==> config.mk <==
export PLATFORM = sky130hd
export DESIGN_NAME = data_mem_responder
export DESIGN_NICKNAME = d
export VERILOG_FILES = /design/src/rtl/dmem_pkg.sv /design/src/rtl/dmem_lane_unit.sv /design/src/rtl/data_mem_responder.sv
export SDC_FILE = /design/constraint.sdc
export NUM_CORES = 2
export LEC_CHECK = 0
export CORE_ASPECT_RATIO = 0.7
export CORE_MARGIN = 3
export CORE_UTILIZATION = 58
export CTS_BUF_LIST = sky130_fd_sc_hd__clkbuf_2 sky130_fd_sc_hd__clkbuf_4 sky130_fd_sc_hd__clkbuf_8
export DETAILED_ROUTE_END_ITERATION = 12
export PLACE_DENSITY = 0.71
export SLEW_MARGIN = 20
export SYNTH_ARGS = -nofsm -noshare
export SYNTH_HDL_FRONTEND = slang
export SYNTH_HIERARCHICAL = 1
export SYNTH_SLANG_ARGS = --single-unit
export TNS_END_PERCENT = 1
==> constraint.sdc <==
create_clock -name clock -period 13.76 [get_ports clock]
set_clock_uncertainty 0.2 [all_clocks]
set_input_delay 2.752 -clock clock [delete_from_list [all_inputs] [get_ports clock]]
set_output_delay 2.752 -clock clock [all_outputs]
set_load 0.01 [all_outputs]
==> src/rtl/dmem_pkg.sv <==
// Shared types and constants for the data-memory responder.
// Latency: n/a (types only). Backpressure: n/a.
// Holds access sizes, FSM states, lane widths and the alignment rule.
package dmem_pkg;

    typedef enum logic [1:0] {
        SZ_WORD = 2'b00,
        SZ_HALF = 2'b01,
        SZ_BYTE = 2'b10,
        SZ_RSVD = 2'b11
    } size_t;

    typedef enum logic [1:0] {
        IDLE  = 2'd0,
        READ  = 2'd1,
        WRITE = 2'd2,
        RESP  = 2'd3
    } state_t;

    localparam int WORD_W = 32;
    localparam int HALF_W = 16;
    localparam int BYTE_W = 8;

    function automatic logic isMisaligned(input size_t sz, input logic [1:0] byteOff);
        logic bad;
        case (sz)
            SZ_WORD: bad = (byteOff != 2'b00);
            SZ_HALF: bad = byteOff[0];
            SZ_BYTE: bad = 1'b0;
            default: bad = 1'b1;
        endcase
        return bad;
    endfunction

endpackage

==> src/rtl/dmem_lane_unit.sv <==
// Little-endian lane extraction for loads and lane merge for stores.
// Latency: purely combinational. Backpressure: none, no handshake.
// Load lanes are right-justified and zero-extended; store lanes come from the low bits.
module dmem_lane_unit
    import dmem_pkg::*;
(
    input  size_t              sizeSel,
    input  logic [1:0]         byteOff,
    input  logic [WORD_W-1:0]  loadWord,
    input  logic [WORD_W-1:0]  mergeBase,
    input  logic [WORD_W-1:0]  storeData,
    output logic [WORD_W-1:0]  loadData,
    output logic [WORD_W-1:0]  mergedWord
);

    localparam logic [WORD_W-1:0] BYTE_ONES = {{(WORD_W-BYTE_W){1'b0}}, {BYTE_W{1'b1}}};
    localparam logic [WORD_W-1:0] HALF_ONES = {{(WORD_W-HALF_W){1'b0}}, {HALF_W{1'b1}}};

    logic [4:0] byteShift;
    logic [4:0] halfShift;

    assign byteShift = {byteOff, 3'b000};
    assign halfShift = {byteOff[1], 4'b0000};

    always_comb begin
        loadData   = '0;
        mergedWord = mergeBase;
        case (sizeSel)
            SZ_WORD: begin
                loadData   = loadWord;
                mergedWord = storeData;
            end
            SZ_HALF: begin
                loadData   = (loadWord >> halfShift) & HALF_ONES;
                mergedWord = (mergeBase & ~(HALF_ONES << halfShift))
                           | ((storeData & HALF_ONES) << halfShift);
            end
            SZ_BYTE: begin
                loadData   = (loadWord >> byteShift) & BYTE_ONES;
                mergedWord = (mergeBase & ~(BYTE_ONES << byteShift))
                           | ((storeData & BYTE_ONES) << byteShift);
            end
            default: begin
                loadData   = '0;
                mergedWord = mergeBase;
            end
        endcase
    end

endmodule

==> src/rtl/data_mem_responder.sv <==
// Word-organised data memory serving byte/half/word loads and read-modify-write stores.
// Latency: load ack 1+READ_LAT, store 2+READ_LAT, misaligned 1 cycle after acceptance.
// Backpressure: req is held by the initiator; only accepted in IDLE, busy high otherwise.
module data_mem_responder
    import dmem_pkg::*;
#(
    parameter int DEPTH_WORDS = 64,
    parameter int READ_LAT    = 1
) (
    input  logic        clock,
    input  logic        reset,
    input  logic        req,
    input  logic        wr,
    input  logic [1:0]  size,
    input  logic [31:0] addr,
    input  logic [31:0] wdata,
    output logic        ack,
    output logic [31:0] rdata,
    output logic        misaligned,
    output logic        busy
);

    localparam int         IDX_W   = $clog2(DEPTH_WORDS);
    localparam int         OFF_W   = IDX_W + 2;
    localparam logic [2:0] LAST_RD = 3'(READ_LAT - 1);

    state_t             state;
    state_t             nextState;
    logic               wrQ;
    logic               misQ;
    size_t              sizeQ;
    logic [OFF_W-1:0]   addrQ;
    logic [WORD_W-1:0]  wdataQ;
    logic [WORD_W-1:0]  readWord;
    logic [2:0]         rdCnt;
    logic [WORD_W-1:0]  mem [DEPTH_WORDS];
    logic [IDX_W-1:0]   wordIdx;
    logic [WORD_W-1:0]  memWord;
    logic [WORD_W-1:0]  loadData;
    logic [WORD_W-1:0]  mergedWord;
    logic               reqMis;
    logic               readDone;
    logic               unusedAddrBits;

    // Bits above the storage span alias onto the same words.
    assign unusedAddrBits = ^addr[31:OFF_W];

    assign reqMis   = isMisaligned(size_t'(size), addr[1:0]);
    assign wordIdx  = addrQ[OFF_W-1:2];
    assign memWord  = mem[wordIdx];
    assign readDone = (state == READ) && (rdCnt == LAST_RD);

    always_ff @(posedge clock or posedge reset) begin
        if (reset) begin
            state <= IDLE;
        end else begin
            state <= nextState;
        end
    end

    always_comb begin
        nextState  = state;
        ack        = 1'b0;
        misaligned = 1'b0;
        busy       = (state != IDLE);
        case (state)
            IDLE:  if (req) nextState = reqMis ? RESP : READ;
            READ:  if (rdCnt == LAST_RD) nextState = wrQ ? WRITE : RESP;
            WRITE: nextState = RESP;
            RESP: begin
                ack        = 1'b1;
                misaligned = misQ;
                nextState  = IDLE;
            end
            default: nextState = IDLE;
        endcase
    end

    always_ff @(posedge clock or posedge reset) begin
        if (reset) begin
            wrQ      <= 1'b0;
            misQ     <= 1'b0;
            sizeQ    <= SZ_WORD;
            addrQ    <= '0;
            wdataQ   <= '0;
            readWord <= '0;
            rdCnt    <= '0;
            rdata    <= '0;
        end else begin
            if (state == IDLE && req) begin
                wrQ    <= wr;
                misQ   <= reqMis;
                sizeQ  <= size_t'(size);
                addrQ  <= addr[OFF_W-1:0];
                wdataQ <= wdata;
                rdCnt  <= '0;
            end
            if (state == READ) begin
                rdCnt <= rdCnt + 3'd1;
            end
            // Stores keep the old word for the merge; loads publish straight to rdata.
            if (readDone) begin
                if (wrQ) begin
                    readWord <= memWord;
                end else begin
                    rdata <= loadData;
                end
            end
        end
    end

    // Storage survives reset; an aborted store never reaches WRITE.
    always_ff @(posedge clock) begin
        if (state == WRITE) begin
            mem[wordIdx] <= mergedWord;
        end
    end

    dmem_lane_unit u_lane (
        .sizeSel    (sizeQ),
        .byteOff    (addrQ[1:0]),
        .loadWord   (memWord),
        .mergeBase  (readWord),
        .storeData  (wdataQ),
        .loadData   (loadData),
        .mergedWord (mergedWord)
    );

endmodule
# == Word-level counts from Yosys, hierarchy flattened ==
# Memories as Yosys holds them, arrays and structs flattened.
# Index checks and enable logic that the tools add are counted.
# totals
ram_bits,2048
in_bits,70
regBits,113
mem_count,1
mem_bits_ro,0
latchBits,0
output_inout_bits,35
word_cells,59
# op_classes
bitwise,7
order_cmp,0
multipliers,0
n_reduce_logical,12
n_addsub,1
muxes,14
n_shift,6
div_mod_pow,0
eq_ne,9
# mem_list
name,words,width,read_ports,rd_ports_with_merged_regs,write_ports,line,text
mem,64,32,1,0,1,data_mem_responder.sv:36,logic [WORD_W-1:0] mem [DEPTH_WORDS];
# op_table
op,n
one-hot mux 32 bit (3 select lines),2
AND 32 bit,2
inverter 32 bit,2
OR 32 bit,2
left shift 16 x 5 -> 32 bit,1
"left shift 16 x 5 -> 32 bit, first input constant",1
left shift 8 x 5 -> 32 bit,1
"left shift 8 x 5 -> 32 bit, first input constant",1
>> shifter 32 x 5 -> 16 bit,1
>> shifter 32 x 5 -> 8 bit,1
"equality test 2 bit, second input constant",4
one-hot mux 2 bit (4 select lines),1
"equality test 2 x 1 -> 1 bit, second input constant",3
logical NOT 2 bit,3
2-to-1 mux 2 bit,3
2-to-1 mux 3 bit,2
AND reduction 2 bit,3
nonzero test 2 bit,3
2-to-1 mux 1 bit,5
"!= test 2 bit, second input constant",2
"adder 3 x 1 -> 3 bit, second input constant",1
logical NOT 3 bit,1
one-hot mux 1 bit (3 select lines),1
logical AND 1 bit,2
inverter 1 bit,1

# == Logic depth before layout (Yosys ltp) ==
# depth
word_depth,5
depth_mapped,15
ltp_nobuf,10

# == Hierarchy ==
# Netlist, hierarchy kept.
# by_module_without_submodules
mod,n_inst,cells_per_inst,seq_area_each_um2,area_each_um2
data_mem_responder,1,4712,64326.7,82141.3
dmem_lane_unit,1,200,0.0,1403.8

# == Worst setup path after synthesis ==
# OpenSTA, ideal clock, no wires.
# synth_path
path_type,register -> register
from,register addrQ[1]
to,memory mem[0][16] (data pin)
setup_time_ns,0.702
t_arrival_ns,3.629
synth_period_minus_slack_ns,4.531
n_path_buf,3
stages_incl_launch_ff,7
required_ns,12.858
slack_ns,9.229
path_cell_list,dfrtp_1 > clkbuf_2 > buf_4 > nor3b_1 > buf_4 > mux2i_1 > o21ai_0
# synth_via
elab_chain_cells,5
word_cells_on_any_way,11
classes_between,shift (4); mux (1); bitwise (6)
# synth_lines
item,line,text
from (decl),data_mem_responder.sv:32,logic [OFF_W-1:0] addrQ;
from (signal assigned),data_mem_responder.sv:94,addrQ <= addr[OFF_W-1:0];
left shift 16 x 5 -> 32 bit or left shift 8 x 5 -> 32 bit (tied branches),"dmem_lane_unit.sv:35, dmem_lane_unit.sv:40",
inverter 32 bit (on tied branches),"dmem_lane_unit.sv:35, dmem_lane_unit.sv:40",
AND 32 bit (on tied branches),"dmem_lane_unit.sv:35, dmem_lane_unit.sv:40",
OR 32 bit (on tied branches),"dmem_lane_unit.sv:36, dmem_lane_unit.sv:41",
one-hot mux 32 bit (3 select lines) *,dmem_lane_unit.sv:28,case (sizeSel)
net mergedWord[16],data_mem_responder.sv:40,logic [WORD_W-1:0] mergedWord;
to (decl),data_mem_responder.sv:36,
# The timed path passes the listed nets; every way through them passes the cells marked *.

# == Final worst setup path ==
# layout_path
from,register addrQ[4]
to,register rdata[3]
# layout_via
elab_chain_cells,3
word_cells_on_any_way,4
classes_between,shift (2); mux (1); memory (1)
# layout_lines
item,line,text
memory read (64 x 32 bit),n/a,
net memWord[27],data_mem_responder.sv:38,logic [WORD_W-1:0] memWord;
>> shifter 32 x 5 -> 8 bit,dmem_lane_unit.sv:39,loadData = (loadWord >> byteShift) & BYTE_ONES;
one-hot mux 32 bit (3 select lines),dmem_lane_unit.sv:28,
net loadData[3],data_mem_responder.sv:39,logic [WORD_W-1:0] loadData;
to (signal assigned),data_mem_responder.sv:106,rdata <= loadData;
to (decl),data_mem_responder.sv:18,"output logic [31:0] rdata,"
# The timed path passes the listed nets, and every way through them passes these cells.
# A chain may end at the register's enable or synchronous reset.

==> run summary <==
The flow ran to the end, and the final reports show no timing, DRC or antenna violations. The critical path is of the reg2reg type. The pin count of the biggest net entering global routing is 124, and the distinct cell type count of the synthesized netlist is 70. In this run the tightest slew margin relative to its limit is 24.2%. The relative contribution of the clock network to total power was 21.2%; the vertical die dimension was 324 um. The most used flip-flop cell after synthesis is sky130_fd_sc_hd__edfxtp_1. The DRC violation count after routing was 0. The first TritonRoute pass finished after 7 iterations. The worst register-to-register path has a setup slack of 7440 ps.

The sum of overflow across all layers after global routing was 0; the fmax was 158 MHz. The tools report the sequential element share of the synthesized area as 77.0%. The final critical delay including setup and external delays came out at 6320 ps. After detailed routing, the number of vias per cell comes to 7.05.

The floorplan die width was 460 um; the setup TNS was 0 ps. The count of nets left with antenna violations once routing finished came out at 0. The terminating pin of the worst hold path was misQ$_DFFE_PP0P_. The reg-to-reg critical path endpoint was rdata[3]$_DFFE_PP0P_. After detailed routing, the average wire length per cell comes to 34.7 um. By count the netlist is led by sky130_fd_sc_hd__edfxtp_1, sky130_fd_sc_hd__a22oi_1, sky130_fd_sc_hd__o22ai_1. In the post-synthesis netlist, the biggest area contributors are sky130_fd_sc_hd__edfxtp_1, sky130_fd_sc_hd__a22oi_1, sky130_fd_sc_hd__dfrtp_1. Routability-driven placement finished with a final weighted congestion of 0.922. The count of nets after finishing is 5210, and the area enclosed by the die boundary is 0.149 mm2. The worst path uses 45.9% of the clock period.

The sequential share of power was 41.1%; the top fanout value on the critical path was 69. The run gives 4912 as the number of standard cells after synthesis. The share of synthesized area in the top cell type comes to 73.6%.

The logs give 14520 ps for the critical path data required time and 294 ps for the final-layout worst hold slack. The logs give 14300 uW for the internal power and 353 mm for the wire length of the first global-routing pass. Once the clock tree was built, the resizer swapped 0 gates to a different size. 105 I/O pins were placed.

The total of buffers placed on input and output ports works out to 80. For this run, the number of Yosys warnings is 6. The most instantiated library cell after synthesis is sky130_fd_sc_hd__edfxtp_1. The worst setup path is captured at a flip-flop.

The classification of the worst-slack hold path was reg2reg. Of the cells placed in the final design, the portion with a size suffix greater than 1 is 19.9%. The static leakage power is 0.0300 uW, and the net switching component of the power is 9360 uW. The library cell with the largest summed area after synthesis was sky130_fd_sc_hd__edfxtp_1. The average instance in the mapped netlist occupies 17.0 um2.

The count of cells along the worst register-to-register path works out to 14. Of the total power, combinational logic draws 37.6%. VDD sags by at most 0.238 mV.

The cell area after technology mapping was 0.0835 mm2; the clock transition at the registers of the reported paths was 60 ps. The startpoint of the most critical hold path is misQ$_DFFE_PP0P_. Along the worst hold path, the cell count comes to 2.

The tools report the area of the core as 0.142 mm2. In this run the power density over the cells is 253 mW/mm2. The number of nets in the synthesized netlist is 4989. The clock net in this run drives a total of 2161 sinks. In the synthesized netlist the async set-or-reset flop fraction comes to 5.23%. The DRC violation total after the first TritonRoute iteration was 8259.

Setup repair after global routing left no endpoint under its margin. Global routing used 33.6% of the available tracks. The logs give 0 for the cts-stage hold buffer count and 0 for the number of setup violations in the final report. Deepest level of the CTS H-tree: 5. Synthesis inferred 2161 register bits. Actual transition at the worst max-transition pin: 1140 ps. The tools report the via count of the first global-routing pass as 48.2k.

The TritonCTS buffer count was 323; the sum of routed wire length over all layers was 251 mm. The run gives 140 mm as the post-DP HPWL. TritonCTS built the clock tree. The number of antenna violations at the first check in global routing was 8.

Once layout is complete, the utilization of the core stands at 65.9%. Yosys mapped a number of flops with a built-in enable equal to 2048. The number of setup buffers added after CTS came out at 0. The tools report the signal arrival time at the worst endpoint as 7080 ps. In this run the critical register-to-register path is launched from addrQ[4]$_DFFE_PP0P_. For the total of max-cap violations, the log shows 0. The tools report the starting density of the core as 58.9%. The logs give 4 for the largest buffer count on any clock path and 0 for the number of max-slew violations in the final report. The kind of start point of the critical path was a flip-flop.

The tree is rooted in a sky130_fd_sc_hd__clkbuf_8. For the clock latency on the worst-skew pair, the log shows 1030 ps. The area growth from synthesis to final layout was 11.8%. The start point of the critical path is addrQ[4]$_DFFE_PP0P_. The fraction of power spent switching nets was 39.6%. Row generation in the floorplan step produced 115 rows. The hold violation total from the final report is 0, and the total vias in the final route is 51.0k.
-- power by group through the flow --
stage	clock [uW]	sequential [uW]	combinational, uW
6_report	5020	9720	8890
5_1_grt	5350	9740	9180
4_1_cts	5050	9700	8530
3_5_place_dp	0	9840	8510
3_3_place_gp	0	9810	8320
2_1_floorplan	0	9810	4730
-- area by class of cell --
class / instances / area, um2
Antenna cell: 8 / 20.0
Clock buffer: 471 / 5710
Clock inverter: 70 / 315
Fill cell: 9548 / 48300
Inverter: 14 / 58.8
Multi-Input combinational cell: 2360 / 18300
Sequential cell: 2161 / 64300
Tap cell: 1872 / 2340
Timing Repair Buffer: 273 / 2290
-- per-stage QoR --
| stage | power [uW] | cells | cell area, um2 | setup WS [ps] |
|---|---|---|---|---|
| global placement | 18100 | 6678 | 87300 | 7790 |
| detailed placement | 18300 | 6680 | 87300 | 7690 |
| CTS | 23300 | 7221 | 93300 | 7660 |
| global route | 24300 | 7223 | 93400 | 7390 |
| floorplan | 14500 | 4912 | 83500 | 7820 |
| finish | 23600 | 7229 | 93400 | 7440 |
-- registers in the layout, indices dropped and copies added, names as in the netlist --
signal,cells
mem,2048
readWord,32
wrQ,1
addrQ,8
rdCnt,3
misQ,1
state,2
wdataQ,32
rdata,32
sizeQ,2
-- worst max-delay path, cell delays in order, from the launching register on --
cell and delay (ps):
sky130_fd_sc_hd__dfrtp_4 730, sky130_fd_sc_hd__buf_4 610, sky130_fd_sc_hd__buf_12 430, sky130_fd_sc_hd__and2_4 670, sky130_fd_sc_hd__buf_4 670, sky130_fd_sc_hd__buf_4 720
sky130_fd_sc_hd__a22oi_1 180, sky130_fd_sc_hd__o21ai_0 350, sky130_fd_sc_hd__o21ai_0 260, sky130_fd_sc_hd__o2111a_1 320, sky130_fd_sc_hd__nand2_1 140, sky130_fd_sc_hd__mux2i_1 100
sky130_fd_sc_hd__nor2_1 220, sky130_fd_sc_hd__a221o_1 210, sky130_fd_sc_hd__mux2_2 170
-- per-layer routing --
metal  share of wire, %  wire, um  vias to the layer above  GRT usage, %
met3                 17     43300                      535          14.2
li1                   -         -                    20800             -
met2                 41    104000                     4178          45.4
met4                3.5      8850                        2          11.9
met1                 38     95100                    25500          48.8
met5             0.0048        12                        -             0
-- cell families (layout without fill, tap and decap cells) --
| group | Yosys count | in the layout | share of synthesized area, % |
|---|---|---|---|
| AO/OA/AOI/OAI | 1384 | 1384 | 12.4 |
| XOR/XNOR | 1 | 1 | 0.0105 |
| adder cells (fa/ha/maj) | 7 | 7 | 0.105 |
| buffers and inverters | 391 | 828 | 2.10 |
| flip-flops | 2161 | 2161 | 77.0 |
| multiplexers | 386 | 386 | 4.96 |
| other | 0 | 8 | 0 |
| AND/OR/NAND/NOR | 582 | 582 | 3.42 |
-- worst max path at each step --
stage                           end  slack [ps]
2_1_floorplan  addrQ[0]$_DFFE_PP0P_        7820
3_3_place_gp   rdata[3]$_DFFE_PP0P_        7790
3_5_place_dp   rdata[3]$_DFFE_PP0P_        7690
4_1_cts        rdata[3]$_DFFE_PP0P_        7660
5_1_grt        rdata[3]$_DFFE_PP0P_        7390
6_report       rdata[3]$_DFFE_PP0P_        7440
-- cells in the final DEF, fill, tap and decap left out, drive strengths merged, types with 20 or more instances in the layout --
master and n:
edfxtp 2048, mux2 223, clkdlybuf4s50 80, mux2i 163, a222oi 43, nor3 89, buf 193, o21ai 76
nand2 89, o22ai 242, and2 37, a22oi 465, o22a 20, a22o 48, a221oi 238, clkinv 68
dfrtp 113, nor2 219, clkbuf 471, or4 29, a211oi 35, a21oi 110
(Power assumes the default switching activity.)
